===== config.mk =====
export PLATFORM = sky130hd
export DESIGN_NAME = m2_block_scheduler
export DESIGN_NICKNAME = d
export VERILOG_FILES = /design/src/rtl/m2_pkg.sv /design/src/rtl/m2_sram_arbiter.sv /design/src/rtl/m2_block_scheduler.sv
export SDC_FILE = /design/constraint.sdc
export NUM_CORES = 1
export LEC_CHECK = 0
export CAP_MARGIN = 20
export CORE_MARGIN = 4
export CORE_UTILIZATION = 40
export CTS_BUF_LIST = sky130_fd_sc_hd__clkbuf_2 sky130_fd_sc_hd__clkbuf_4 sky130_fd_sc_hd__clkbuf_8
export DETAILED_ROUTE_END_ITERATION = 7
export PLACE_DENSITY_LB_ADDON = 0.12
export SYNTH_ARGS = -nofsm -noshare
export SYNTH_HDL_FRONTEND = slang
export SYNTH_SLANG_ARGS = --single-unit

===== constraint.sdc =====
create_clock -name CLOCK_50_I -period 3.05 [get_ports CLOCK_50_I]
set_clock_uncertainty 0.05 [all_clocks]
set_input_delay 0.4575 -clock CLOCK_50_I [delete_from_list [all_inputs] [get_ports CLOCK_50_I]]
set_output_delay 0.4575 -clock CLOCK_50_I [all_outputs]
set_load 0.02 [all_outputs]

===== src/rtl/m2_pkg.sv =====
// Shared types and constants for the milestone-2 IDCT block scheduler.
package m2_pkg;

    localparam int Y_BLOCKS         = 1200;
    localparam int UV_BLOCKS        = 600;
    localparam int TOTAL_BLOCKS_DEF = Y_BLOCKS + 2 * UV_BLOCKS;

    typedef enum logic [2:0] {
        S_M2_IDLE,
        S_M2_LI_FS,
        S_M2_LI_CT,
        S_M2_CS_FS,
        S_M2_CT_WS,
        S_M2_LO_WS,
        S_M2_DONE
    } m2_state_type;

    typedef enum logic [1:0] {
        GNT_NONE,
        GNT_FS,
        GNT_WS
    } m2_grant_type;

    // FS owns the port while it is fetching, WS while it is writing back.
    function automatic m2_grant_type grant_of(input m2_state_type s);
        case (s)
            S_M2_LI_FS, S_M2_CS_FS: grant_of = GNT_FS;
            S_M2_CT_WS, S_M2_LO_WS: grant_of = GNT_WS;
            default:                grant_of = GNT_NONE;
        endcase
    endfunction

endpackage


===== src/rtl/m2_sram_arbiter.sv =====
// Combinational 2:1 mux of the single SRAM port between the fetch (read-only)
// and write-back units.
module m2_sram_arbiter
    import m2_pkg::*;
(
    input  m2_grant_type grant_i,
    input  logic [17:0]  fs_address_i,
    input  logic [17:0]  ws_address_i,
    input  logic         ws_we_n_i,
    input  logic [15:0]  ws_write_data_i,
    output logic [17:0]  sram_address_o,
    output logic         sram_we_n_o,
    output logic [15:0]  sram_write_data_o
);

    always_comb begin
        sram_address_o    = 18'd0;
        sram_we_n_o       = 1'b1;
        sram_write_data_o = 16'd0;
        case (grant_i)
            GNT_FS: begin
                sram_address_o = fs_address_i;
            end
            GNT_WS: begin
                sram_address_o    = ws_address_i;
                sram_we_n_o       = ws_we_n_i;
                sram_write_data_o = ws_write_data_i;
            end
            default: ;
        endcase
    end

endmodule


===== src/rtl/m2_block_scheduler.sv =====
// Sequencer for the IDCT stage: overlaps {CS(k) || FS(k+1)} and {CT(k+1) || WS(k)}
// and hands the SRAM port to whichever of FS/WS is active.
module m2_block_scheduler
    import m2_pkg::*;
#(
    parameter int TOTAL_BLOCKS = TOTAL_BLOCKS_DEF,
    parameter int BLK_W        = 12
) (
    input  logic             CLOCK_50_I,
    input  logic             Resetn,
    input  logic             M2_start,
    output logic             M2_done,
    output logic             FS_start,
    output logic             CT_start,
    output logic             CS_start,
    output logic             WS_start,
    input  logic             FS_done,
    input  logic             CT_done,
    input  logic             CS_done,
    input  logic             WS_done,
    input  logic [17:0]      FS_SRAM_address,
    input  logic [17:0]      WS_SRAM_address,
    input  logic             WS_SRAM_we_n,
    input  logic [15:0]      WS_SRAM_write_data,
    output logic [17:0]      SRAM_address,
    output logic             SRAM_we_n,
    output logic [15:0]      SRAM_write_data,
    output logic [BLK_W-1:0] block_idx,
    output m2_state_type     M2_state
);

    // Unit vectors are ordered {WS, CS, CT, FS}. A unit is started by a one-cycle
    // start pulse and answers with a one-cycle done pulse; a phase ends once every
    // unit it started has answered, and the next phase starts one cycle later.
    m2_state_type     state_q, state_d;
    logic [BLK_W-1:0] block_idx_q, block_idx_d;
    logic [3:0]       seen_q, seen_d;
    logic [3:0]       start_q, start_d;
    logic             done_q, done_d;

    logic [3:0] exp_v;
    logic [3:0] done_v;
    logic       all_done;
    logic       last_blk;
    logic       next_last_blk;

    assign done_v        = {WS_done, CS_done, CT_done, FS_done};
    assign last_blk      = (block_idx_q == BLK_W'(TOTAL_BLOCKS - 1));
    assign next_last_blk = (block_idx_q == BLK_W'(TOTAL_BLOCKS - 2));
    assign all_done      = &(seen_q | done_v | ~exp_v);

    always_comb begin
        exp_v = 4'b0000;
        case (state_q)
            S_M2_LI_FS: exp_v = 4'b0001;
            S_M2_LI_CT: exp_v = 4'b0010;
            S_M2_CS_FS: exp_v = {2'b01, 1'b0, ~last_blk};
            S_M2_CT_WS: exp_v = 4'b1010;
            S_M2_LO_WS: exp_v = 4'b1000;
            default:    exp_v = 4'b0000;
        endcase
    end

    always_comb begin
        state_d     = state_q;
        block_idx_d = block_idx_q;
        seen_d      = seen_q | (done_v & exp_v);
        start_d     = 4'b0000;
        done_d      = 1'b0;
        case (state_q)
            S_M2_IDLE: begin
                block_idx_d = '0;
                if (M2_start) begin
                    state_d = S_M2_LI_FS;
                    start_d = 4'b0001;
                end
            end
            S_M2_LI_FS: begin
                if (all_done) begin
                    state_d = S_M2_LI_CT;
                    start_d = 4'b0010;
                end
            end
            S_M2_LI_CT: begin
                if (all_done) begin
                    state_d = S_M2_CS_FS;
                    start_d = {2'b01, 1'b0, ~last_blk};
                end
            end
            S_M2_CS_FS: begin
                if (all_done) begin
                    if (last_blk) begin
                        state_d = S_M2_LO_WS;
                        start_d = 4'b1000;
                    end else begin
                        state_d = S_M2_CT_WS;
                        start_d = 4'b1010;
                    end
                end
            end
            S_M2_CT_WS: begin
                if (all_done) begin
                    state_d     = S_M2_CS_FS;
                    block_idx_d = block_idx_q + BLK_W'(1);
                    start_d     = {2'b01, 1'b0, ~next_last_blk};
                end
            end
            S_M2_LO_WS: begin
                if (all_done) begin
                    state_d = S_M2_DONE;
                    done_d  = 1'b1;
                end
            end
            S_M2_DONE: begin
                state_d = S_M2_IDLE;
            end
            default: begin
                state_d = S_M2_IDLE;
            end
        endcase
        if (state_d != state_q) begin
            seen_d = 4'b0000;
        end
    end

    always_ff @(posedge CLOCK_50_I) begin
        if (!Resetn) begin
            state_q     <= S_M2_IDLE;
            block_idx_q <= '0;
            seen_q      <= 4'b0000;
            start_q     <= 4'b0000;
            done_q      <= 1'b0;
        end else begin
            state_q     <= state_d;
            block_idx_q <= block_idx_d;
            seen_q      <= seen_d;
            start_q     <= start_d;
            done_q      <= done_d;
        end
    end

    assign FS_start  = start_q[0];
    assign CT_start  = start_q[1];
    assign CS_start  = start_q[2];
    assign WS_start  = start_q[3];
    assign M2_done   = done_q;
    assign block_idx = block_idx_q;
    assign M2_state  = state_q;

    m2_sram_arbiter u_arb (
        .grant_i           (grant_of(state_q)),
        .fs_address_i      (FS_SRAM_address),
        .ws_address_i      (WS_SRAM_address),
        .ws_we_n_i         (WS_SRAM_we_n),
        .ws_write_data_i   (WS_SRAM_write_data),
        .sram_address_o    (SRAM_address),
        .sram_we_n_o       (SRAM_we_n),
        .sram_write_data_o (SRAM_write_data)
    );

endmodule

Yosys cells after proc, flatten, opt, wreduce, memory -nomap -nowiden
Cells that the tools add are included.
Operators by class
  add/sub/neg operators: 1
  equality and inequality tests: 11
  muxes and demuxes: 22
  bitwise gates (word level): 8
  reductions and logical operators: 9
Operators with widths (count)
  4-bit case mux with 5 select lines: 2
  18-bit case mux with 2 select lines: 1
  12-bit == test, second input constant: 2
  12-bit case mux with 2 select lines: 1
  3-bit 2-to-1 mux: 7
  16-bit 2-to-1 mux: 1
  3-bit case mux with 5 select lines: 1
  12-bit by 1-bit adder with 12-bit output, second input constant: 1
  12-bit 2-to-1 mux: 1
  4-bit bitwise OR: 3
  2-bit OR reduction: 4
  3-bit by 2-bit == test with 1-bit output, second input constant: 2
  3-bit == test, second input constant: 2
  4-bit bitwise AND: 1
  1-bit 2-to-1 mux: 4
  2-bit 2-to-1 mux: 2
  4-bit 2-to-1 mux: 1
  4-bit NOT: 1
  2-bit case mux with 2 select lines: 1
  2-bit AND reduction: 2
  4-bit AND reduction: 1
  3-bit by 1-bit == test with 1-bit output, second input constant: 1
  3-bit zero test: 1
  3-bit != test: 1
  5 further kinds: 7
Word-level totals
  bits in registers: 24
  input port bits: 60
  output and inout port bits: 55
  logic and storage cells: 56

Logic depth before layout (Yosys ltp)
Gate-level depths: netlist of run 1.
  depth after elaboration: 10
  mapped depth: 6

Hierarchy
A second synthesis of run 1 with hierarchy kept.
Unflattened totals
  cell total of the unflattened synthesis: 229
  area total of the unflattened synthesis: 1808.0 sq um
Modules (own cells, without submodules)
  m2_block_scheduler: instances 1, cells each 164, area each 1307.5 sq um, seq. area each 480.5 sq um
  m2_sram_arbiter: instances 1, cells each 65, area each 500.5 sq um, seq. area each 0.0 sq um

Least setup slack after synthesis of run 1
Ideal clock, no wire load.
  kind: reg-to-output
  start point: register state_q[0] (netlist: M2_state[0])
  end point: output port SRAM_address[11]
  arrival: 1.545 ns
  slack: 0.997 ns
  cell stages (with the launch flop): 6
  path buffers: 3
  cell sequence: dfxtp_1 -> buf_2 -> nor2b_1 -> clkbuf_1 -> clkbuf_1 -> a22o_1
Between the ends
  word-level cells in the longest chain between the ends: 5
  elaborated cells between the ends (all ways): 10
  those cells by class: eq/ne: 6; mux: 2; reduce/logical: 2
RTL lines
  from (decl): RTL line m2_block_scheduler.sv:35  | m2_state_type state_q, state_d;
  from (signal assigned): RTL line m2_block_scheduler.sv:134  | state_q <= state_d;
  3-bit == test, or another cell as far along: RTL line m2_pkg.sv:26  | case (s)
  2-bit OR reduction: RTL line m2_pkg.sv:26
  2-bit case mux with 2 select lines *: RTL line m2_pkg.sv:26
  2-bit == test or 2-bit by 1-bit == test with 1-bit output (tied branches): RTL line m2_sram_arbiter.sv:20  | case (grant_i)
  18-bit case mux with 2 select lines *: RTL line m2_sram_arbiter.sv:20
  to (decl): RTL line m2_block_scheduler.sv:25  | output logic [17:0] SRAM_address,
Mark *: on every way between the ends. The rest lies on a longest branch, timed or not.

Worst setup path in the final report of run 1
  start point: register state_q[2] (netlist: M2_state[2])
  end point: output port SRAM_address[6]
Same word-level chain as after synthesis.

==> key figures, run 1 <==
Global route
  • Total track usage: 0.221
  • First-pass GRT wire length: 9560 um
  • Vias in the first global route: 1977
  • Initial antenna violation count: 0
  • Grt total ovfl: 0
  • Largest net degree at the start of global routing: 34

Placement
  • Pre-CTS setup slack: 0.586 ns
  • Detail Placement HPWL: 4820 um
  • GPL Wtd Cong: 0.816
  • Port Buffers: 114

Critical path
  • CP peak stage delay: 0.60 ns
  • Crit-path cells: inv_1 > nor2_1 > buf_4 > a22o_1 > clkdlybuf4s50_1
  • Setup crit end kind: output pin
  • Max FO, Critical Path: 13
  • CP required: 2.54 ns
  • Critical path class: reg -> out
  • Critical Path Source Type: register
  • Slowest-stage cell, CP: clkdlybuf4s50_1
  • Crit path DAT: 2.20 ns

Timing
  • Min cycle time layout: 2.71 ns
  • Max_slew headroom: 0.604
  • Setup TNS: 0 ns
  • RSZ-0062 raised after global routing: false
  • Upper clock frequency limit: 0.369 GHz
  • Worst-Margin Slew: 0.589 ns
  • Final WS setup: 0.339 ns
  • Final-report hold violation count: 0
  • Fin crit share: 0.889
  • Max Slew Vio Count: 0
  • Final setup viols: 0

Detailed routing
  • Vias per inst: 5.58
  • Routed Antenna Nets: 0
  • DRT Wirelength: 6170 um
  • Pre-antenna DRT Iters: 4
  • Via Count: 2016
  • Routed WL per cell: 17.1 um
  • Starting DRT DRC Count: 140
  • DRC: 0

Clock tree
  • Clk buf depth: 2
  • CTS resizes: 0
  • Total CTS buffers: 3
  • CTS H-tree lvls: 1
  • Clock sink count: 24
  • Clock transition at path regs: 0.09 ns
  • Clk root buf: clkbuf_8
  • CTS Hold Bufs: 0
  • Post-CTS repair timing setup buffer count: 0
  • Clock Latency Late Sink: 0.28 ns
  • CTS tree: done

Pwr
  • Cell Pwr Density: 333 nW/um2
  • Sw frac: 0.341
  • Clock power frac: 0.229
  • P_int: 649 uW
  • NetSw: 335 uW
  • Sequential fraction of design power: 0.342
  • Logic gate share of total power: 0.428
  • Static Leakage: 1.12 nW
  • Worst VDD drop: 0.000206 V

Logic synthesis
  • Synth area leaders: dfxtp_1, a22o_1, and3_1, nand2_1, nor4b_4
  • Synth top area share: 0.275
  • Main synth FF type: dfxtp_1
  • Cells after Synth: 203
  • Synth Cell Area: 1740 um2
  • Most used standard cell by instance count after synthesis: dfxtp_1
  • Count of state elements after synthesis: 24
  • Post-synth EDFFs: 0
  • Net Count, Synth: 265
  • Post-synth ARST share: 0
  • Cell type with the largest total area after synthesis: dfxtp_1
  • Distinct cells, synth: 55
  • Register area share after synthesis: 0.275
  • Warnings from Yosys: 0
  • Commonest cells in the netlist: dfxtp_1, and3_1, a22o_1
  • Avg Cell Area, Syn: 8.59 um2

Run status
  • Status: completed

Min path
  • Hold crit path type: reg -> reg

Layout
  • Share of cells above drive strength 1: 0.0707
  • Area growth from synthesis to layout: 69.3%
  • Final net count: 374
  • Diodes inserted: 0

Floorplan
  • Die W: 74.0 um
  • Core Area: 4120 um2
  • Row cnt: 23
  • Starting density of the core: 0.424
  • Die Y: 74.0 um
  • Die area: 5480 um2
  • Io pins: 115

Job
  • Max_cap viols: 0
placed cells by master (no fill, tap or decap), types with 2 or more instances in the layout:
cell type	count
mux2i_1	3
and3_1	22
nand2b_1	4
nand4_1	6
o21ai_0	4
nand2_1	14
clkdlybuf4s50_1	114
nor4_1	2
clkbuf_8	4
inv_1	4
nor2b_1	2
and4_1	3
o31ai_1	2
and2_1	2
a31oi_1	5
dfxtp_1	24
nor4b_4	2
nand3_1	9
or3_1	2
buf_4	5
nor3_1	7
nor2_1	9
ha_1	2
a22o_1	20
a311oi_1	2
a221o_1	4
a21oi_1	7
final timing paths:
| check | start | to | slack (ns) | depth (start not counted) |
|---|---|---|---|---|
| max | M2_state[2]$_SDFF_PN0_ | SRAM_address[6] | 0.34 | 5 |
| min | block_idx[11]$_SDFFE_PN0P_ | block_idx[11]$_SDFFE_PN0P_ | 0.44 | 2 |
| max reg2reg | M2_state[2]$_SDFF_PN0_ | seen_q[2]$_SDFF_PP0_ | 1.05 | 5 |
| min reg2reg | block_idx[11]$_SDFFE_PN0P_ | block_idx[11]$_SDFFE_PN0P_ | 0.44 | 2 |
metal layers:
| metal | track usage | vias up | wire, um |
|---|---|---|---|
| met5 | 0 | - | 0 |
| met4 | 0.0483 | 0 | 39 |
| met3 | 0.0351 | 4 | 276 |
| met2 | 0.399 | 60 | 3360 |
| met1 | 0.275 | 951 | 2490 |
| li1 | - | 1001 | - |
final cells by class:
| type | count | area, um2 |
|---|---|---|
| Fill cell | 345 | 1160 |
| Clock buffer | 4 | 55.1 |
| Sequential cell | 24 | 480 |
| Multi-Input combinational cell | 159 | 1160 |
| Timing Repair Buffer | 119 | 1180 |
| Tap cell | 50 | 62.6 |
| Inverter | 5 | 18.8 |
stage by stage:
step | hold slack, ns | cell area [um2] | cells | total power, mW | utilization
floorplan | 0.418 | 1740 | 203 | 0.577 | -
global placement | 0.434 | 2890 | 356 | 0.758 | 0.702
detailed placement | 0.438 | 2900 | 357 | 0.765 | 0.704
CTS | 0.456 | 2950 | 361 | 0.987 | 0.718
global route | 0.486 | 2950 | 361 | 1.03 | 0.718
finish | 0.444 | 2950 | 361 | 0.984 | 0.718
sequential cells by signal, summed over array words and instances, names as in the netlist:
name       count
start_q        4
M2_state       3
block_idx     12
seen_q         4
M2_done        1
kinds of logic (layout without fill, tap and decap cells):
| logic type | count (synthesis) | in the layout | synth area share |
|---|---|---|---|
| xor+xnor | 3 | 3 | 0.0194 |
| simple gates | 92 | 92 | 0.324 |
| fa+ha+maj | 2 | 2 | 0.0143 |
| flops | 24 | 24 | 0.275 |
| buf+inv | 20 | 128 | 0.0610 |
| mux | 4 | 4 | 0.0237 |
| compound gates | 58 | 58 | 0.282 |
worst max-delay path: cells and delay by family (launching register included):
kind            cells  cell delay [ns]
buf+inv             3             1.00
simple gates        1             0.42
flops               1             0.33
compound gates      1             0.17
power groups by stage:
stage / Combinational (mW) / Clock, mW / Sequential [mW]
after floorplan: 0.227 / 0 / 0.350
after global placement: 0.415 / 0 / 0.343
after detailed placement: 0.420 / 0 / 0.345
after CTS: 0.422 / 0.228 / 0.337
after global routing: 0.451 / 0.236 / 0.339
final: 0.421 / 0.225 / 0.337
Note: power is estimated with default switching activity, not from simulation.
==> run 2, diff against run 1 <==
Settings changed: REMOVE_ABC_BUFFERS set to 1.
==> run 2 against run 1 <==
Compared with the run above: die area did not move; design area up 0.25%; critical path type unchanged; clock power about the same; setup slack improved by 0.17 ns; critical endpoint is now SRAM_address[7].
==> key figures, run 2 (same netlist as run 1, synthesis figures left out) <==
Global route
  • Total track usage: 0.207
  • Global Route met1 Usage: 0.257
  • Routing usage on met2: 0.376
  • Grt total ovfl: 0
  • Largest net degree at the start of global routing: 34
  • First-pass GRT wire length: 9180 um
  • Initial antenna violation count: 0
  • Top Usage Layer GRT: met2
  • GRT met3 Usage: 0.0405
  • Vias in the first global route: 1865

Clock tree
  • Clk buf depth: 2
  • Post-CTS repair timing setup buffer count: 0
  • CTS tree: done
  • CTS resizes: 0
  • Total CTS buffers: 3
  • Clock Latency Late Sink: 0.27 ns
  • Clk root buf: clkbuf_8
  • Clock transition at path regs: 0.09 ns
  • CTS Hold Bufs: 0
  • CTS H-tree lvls: 1
  • Clock sink count: 24

Critical path
  • Crit-path cells: nor2b_1 > buf_4 > a22o_1 > clkdlybuf4s50_1
  • Critical path class: reg -> out
  • Critical Path Source: M2_state[0]$_SDFF_PN0_
  • Critical Path End: SRAM_address[7]
  • Max FO, Critical Path: 14
  • Flop-to-flop setup slack: 0.98 ns
  • Crit path buf inv count: 2
  • CP required: 2.54 ns
  • R2R depth: 5
  • Crit path DAT: 2.03 ns
  • Critical path's top delay family: buffers and inverters
  • Critical Path Source Type: register
  • Setup crit end kind: output pin
  • Slowest-stage cell, CP: clkdlybuf4s50_1
  • CP peak stage delay: 0.61 ns
  • Worst reg2reg startpoint: M2_state[1]$_SDFF_PN0_
  • Critical Path Stages: 4
  • Reg2reg end: seen_q[2]$_SDFF_PP0_

Layout
  • Most frequent cells in the layout: clkdlybuf4s50_1, dfxtp_1, and3_1
  • Commonest non-fill, non-tap cell in the layout: clkdlybuf4s50_1
  • Final net count: 375
  • Area growth from synthesis to layout: 69.7%
  • Flip-flop count of the largest register after layout: 12
  • Share of cells above drive strength 1: 0.0737
  • Diodes inserted: 0
  • Final Core Density: 0.719
  • Finished Cell Area: 2960 um2

Min path
  • Hold crit path type: reg -> reg

Detailed routing
  • Via Count: 2068
  • DRC: 0
  • Routed WL per cell: 16.4 um
  • Starting DRT DRC Count: 195
  • DRT Wirelength: 5940 um
  • Vias per inst: 5.71
  • Routed Antenna Nets: 0
  • Pre-antenna DRT Iters: 4

Floorplan
  • Starting density of the core: 0.424
  • Die Y: 74.0 um
  • Die area: 5480 um2
  • Io pins: 115
  • Die W: 74.0 um
  • Row cnt: 23
  • Core Area: 4120 um2

Pwr
  • Cell Pwr Density: 331 nW/um2
  • Static Leakage: 1.12 nW
  • Worst VDD drop: 0.000327 V
  • Overall Power: 981 uW

Timing
  • Final-report hold violation count: 0
  • Max Slew Vio Count: 0
  • Worst-Margin Slew: 0.590 ns
  • Min cycle time layout: 2.54 ns
  • Final setup viols: 0
  • Fin crit share: 0.833
  • Max_slew headroom: 0.603
  • Upper clock frequency limit: 0.393 GHz
  • Setup TNS: 0 ns
  • RSZ-0062 raised after global routing: false

Placement
  • Port Buffers: 114
  • Placement-stage cell area: 2910 um2
  • GPL Wtd Cong: 0.868
  • Detail Placement HPWL: 4590 um

Job
  • Max_cap viols: 0

Run status
  • Status: completed
run 2: how the worst min path moves through the flow:
stage | cells past startpoint | startpoint | end | slack [ns]
final | 2 | block_idx[11]$_SDFFE_PN0P_ | block_idx[11]$_SDFFE_PN0P_ | 0.45
after global routing | 2 | block_idx[11]$_SDFFE_PN0P_ | block_idx[11]$_SDFFE_PN0P_ | 0.49
after CTS | 2 | block_idx[11]$_SDFFE_PN0P_ | block_idx[11]$_SDFFE_PN0P_ | 0.45
after detailed placement | 2 | block_idx[11]$_SDFFE_PN0P_ | block_idx[11]$_SDFFE_PN0P_ | 0.44
after global placement | 2 | block_idx[11]$_SDFFE_PN0P_ | block_idx[11]$_SDFFE_PN0P_ | 0.43
after floorplan | 2 | seen_q[0]$_SDFF_PP0_ | seen_q[0]$_SDFF_PP0_ | 0.42
run 2: per-stage QoR:
stage,hold slack (ns),instances,worst slack (ns)
after floorplan,0.418,188,0.305
after global placement,0.425,358,0.812
after detailed placement,0.436,358,0.776
after CTS,0.449,362,0.534
after global routing,0.494,362,0.413
final,0.447,362,0.508
run 2: power breakdown:
group          leakage (nW)  switching (mW)  internal [mW]
Sequential            0.194          0.0146          0.325
Combinational         0.901           0.209          0.209
Clock                0.0288           0.108          0.115
run 2: layer usage:
layer / part of all wire / vias to the layer above / wire length, um
li1: - / 1002 / -
met1: 0.39 / 988 / 2330
met2: 0.52 / 76 / 3110
met3: 0.081 / 2 / 481
met4: 0.0030 / 0 / 18
met5: 0 / - / 0
run 2: tightest hold or removal path, delay by kind of cell, from the launching register on:
family | cells | cell delay, ns
DFF | 1 | 0.34
and+or+nand+nor | 1 | 0.06
muxes | 1 | 0.05
run 2: area by class of cell:
class                      instances  area, um2
fill                             346       1150
inverter                           5       18.8
multi-input combinational        159       1160
tap                               50       62.6
sequential                        24        480
clock buffer                       4       55.1
timing repair buffer             120       1190
==> run 3, diff against run 2 <==
Settings changed: CORE_UTILIZATION 40 to 37.
Clock period 3.05 ns to 2.7 ns, I/O delays scaled along.
==> run 3 against run 2 <==
Compared with the run above: critical path depth did not move; largest power group unchanged; clock-buffer cell count did not move; wire length is 2.1% higher; via count fell by 1.5%; largest cell class unchanged; sequential power is 13% higher; hold slack got worse by 0.0012 ns; setup slack lost 0.28 ns; sequential cell count stayed put; die area up 7.2%; clock power up 12%; power up 13%; combinational power grew 13%.
==> key figures, run 3 (same netlist as run 1, synthesis figures left out) <==
Timing
  • Final-report hold violation count: 0
  • Fin crit share: 0.915
  • Fin Hold WS: 0.446 ns
  • Upper clock frequency limit: 0.405 GHz
  • Worst-Margin Slew: 0.502 ns
  • Final setup viols: 0
  • Setup TNS: 0 ns
  • Max Slew Vio Count: 0
  • RSZ-0062 raised after global routing: false
  • Max_slew headroom: 0.662
  • Min cycle time layout: 2.47 ns

Min path
  • Hold Crit Start: block_idx[11]$_SDFFE_PN0P_
  • Hold path endpoint: block_idx[11]$_SDFFE_PN0P_
  • Hold-critical path depth: 2
  • Hold crit path type: reg -> reg

Critical path
  • CP peak stage delay: 0.63 ns
  • Setup crit end kind: output pin
  • Max FO, Critical Path: 15
  • Critical Path Source Type: register
  • Flop-to-flop setup slack: 0.67 ns
  • Slowest-stage cell, CP: clkdlybuf4s50_1
  • Critical path's top delay family: buffers and inverters
  • Reg2reg end: block_idx[5]$_SDFFE_PN0P_
  • R2R depth: 5
  • Crit path buf inv count: 2
  • Crit path DAT: 2.01 ns
  • Critical path class: reg -> out
  • Crit-path cells: nor2b_1 > buf_4 > a22o_1 > clkdlybuf4s50_1
  • Worst reg2reg startpoint: M2_state[1]$_SDFF_PN0_
  • CP required: 2.25 ns

Global route
  • First-pass GRT wire length: 10200 um
  • Total track usage: 0.204
  • Grt total ovfl: 0
  • Vias in the first global route: 1917
  • Largest net degree at the start of global routing: 21
  • Initial antenna violation count: 0

Clock tree
  • Clock transition at path regs: 0.09 ns
  • Clk buf depth: 2
  • Clock Latency Late Sink: 0.27 ns
  • Clock sink count: 24
  • Post-CTS repair timing setup buffer count: 0
  • CTS Hold Bufs: 0
  • Clk root buf: clkbuf_8
  • CTS H-tree lvls: 1
  • Total CTS buffers: 3
  • CTS tree: done
  • CTS resizes: 0

Floorplan
  • Starting density of the core: 0.392
  • Core Area: 4440 um2
  • Die Y: 76.7 um
  • Die W: 76.7 um
  • Die area: 5880 um2
  • Io pins: 115
  • Row cnt: 24

Detailed routing
  • Vias per inst: 5.56
  • DRT Wirelength: 6070 um
  • Routed WL per cell: 16.6 um
  • DRC: 0
  • Via Count: 2036
  • Routed Antenna Nets: 0
  • Starting DRT DRC Count: 145
  • Pre-antenna DRT Iters: 4

Pwr
  • P_int: 735 uW
  • Sw frac: 0.337
  • Static Leakage: 1.13 nW
  • Clock power frac: 0.226
  • Worst VDD drop: 0.000314 V
  • NetSw: 373 uW
  • Logic gate share of total power: 0.428
  • Sequential fraction of design power: 0.346
  • Cell Pwr Density: 372 nW/um2

Layout
  • Diodes inserted: 0
  • Area growth from synthesis to layout: 70.7%
  • Flip-flop count of the largest register after layout: 12
  • Share of cells above drive strength 1: 0.0796
  • Final net count: 377
  • Most frequent cells in the layout: clkdlybuf4s50_1, dfxtp_1, and3_1
  • Commonest non-fill, non-tap cell in the layout: clkdlybuf4s50_1

Run status
  • Status: completed

Placement
  • GPL Wtd Cong: 0.877
  • Detail Placement HPWL: 4770 um
  • Port Buffers: 114

Job
  • Max_cap viols: 0
==> run 3: cell count changes in the layout (fill, tap and decap cells not counted), sizes merged <==
cell / change
buf: +2
==> run 3: how the worst max path moves through the flow <==
| stage | start | end | slack [ns] | cells after the start |
|---|---|---|---|---|
| finish | M2_state[0]$_SDFF_PN0_ | SRAM_address[3] | 0.23 | 4 |
| global route | M2_state[0]$_SDFF_PN0_ | SRAM_address[3] | 0.12 | 4 |
| CTS | M2_state[0]$_SDFF_PN0_ | SRAM_address[3] | 0.23 | 4 |
| detailed placement | M2_state[0]$_SDFF_PN0_ | SRAM_address[3] | 0.53 | 4 |
| global placement | M2_state[0]$_SDFF_PN0_ | SRAM_address[3] | 0.55 | 4 |
| floorplan | M2_state[2]$_SDFF_PN0_ | SRAM_address[0] | 0.008 | 3 |
==> run 3: worst reg2reg max path, delay by kind of cell, from the launching register on <==
kind	cells	cell delay, ns
flip-flops	1	0.47
XOR/XNOR	1	0.13
AO/OA/AOI/OAI	3	1.01
buffers and inverters	1	0.26
==> run 3: power by group through the flow <==
stage | logic (mW) | clock network [mW] | registers, mW
final | 0.474 | 0.250 | 0.383
after detailed placement | 0.474 | 0 | 0.391
after global placement | 0.470 | 0 | 0.390
after global routing | 0.511 | 0.268 | 0.385
after floorplan | 0.209 | 0 | 0.411
after CTS | 0.476 | 0.258 | 0.383
==> run 3: layout make-up <==
type                    instances  area [um2]
flip-flops and latches         24         480
fillers                       395        1470
multi-input cells             159        1160
inverters                       5        18.8
well taps                      52        65.1
clock buffers                   4        55.1
repair buffers                122        1200
==> run 3: layer usage <==
layer / GRT usage / up-vias / wire length, um
li1: - / 1011 / -
met5: 0 / - / 0
met2: 0.354 / 86 / 2990
met3: 0.0375 / 8 / 423
met4: 0.0417 / 0 / 82
met1: 0.263 / 931 / 2570
==> run 3: through the flow <==
step	power [mW]	instances	util	instance area [um2]	setup slack [ns]
after detailed placement	0.865	362	0.658	2920	0.535
final	1.11	366	0.670	2980	0.230
after floorplan	0.621	188	-	1660	0.00768
after global routing	1.16	366	0.670	2980	0.119
after global placement	0.860	362	0.658	2920	0.553
after CTS	1.12	366	0.670	2980	0.227
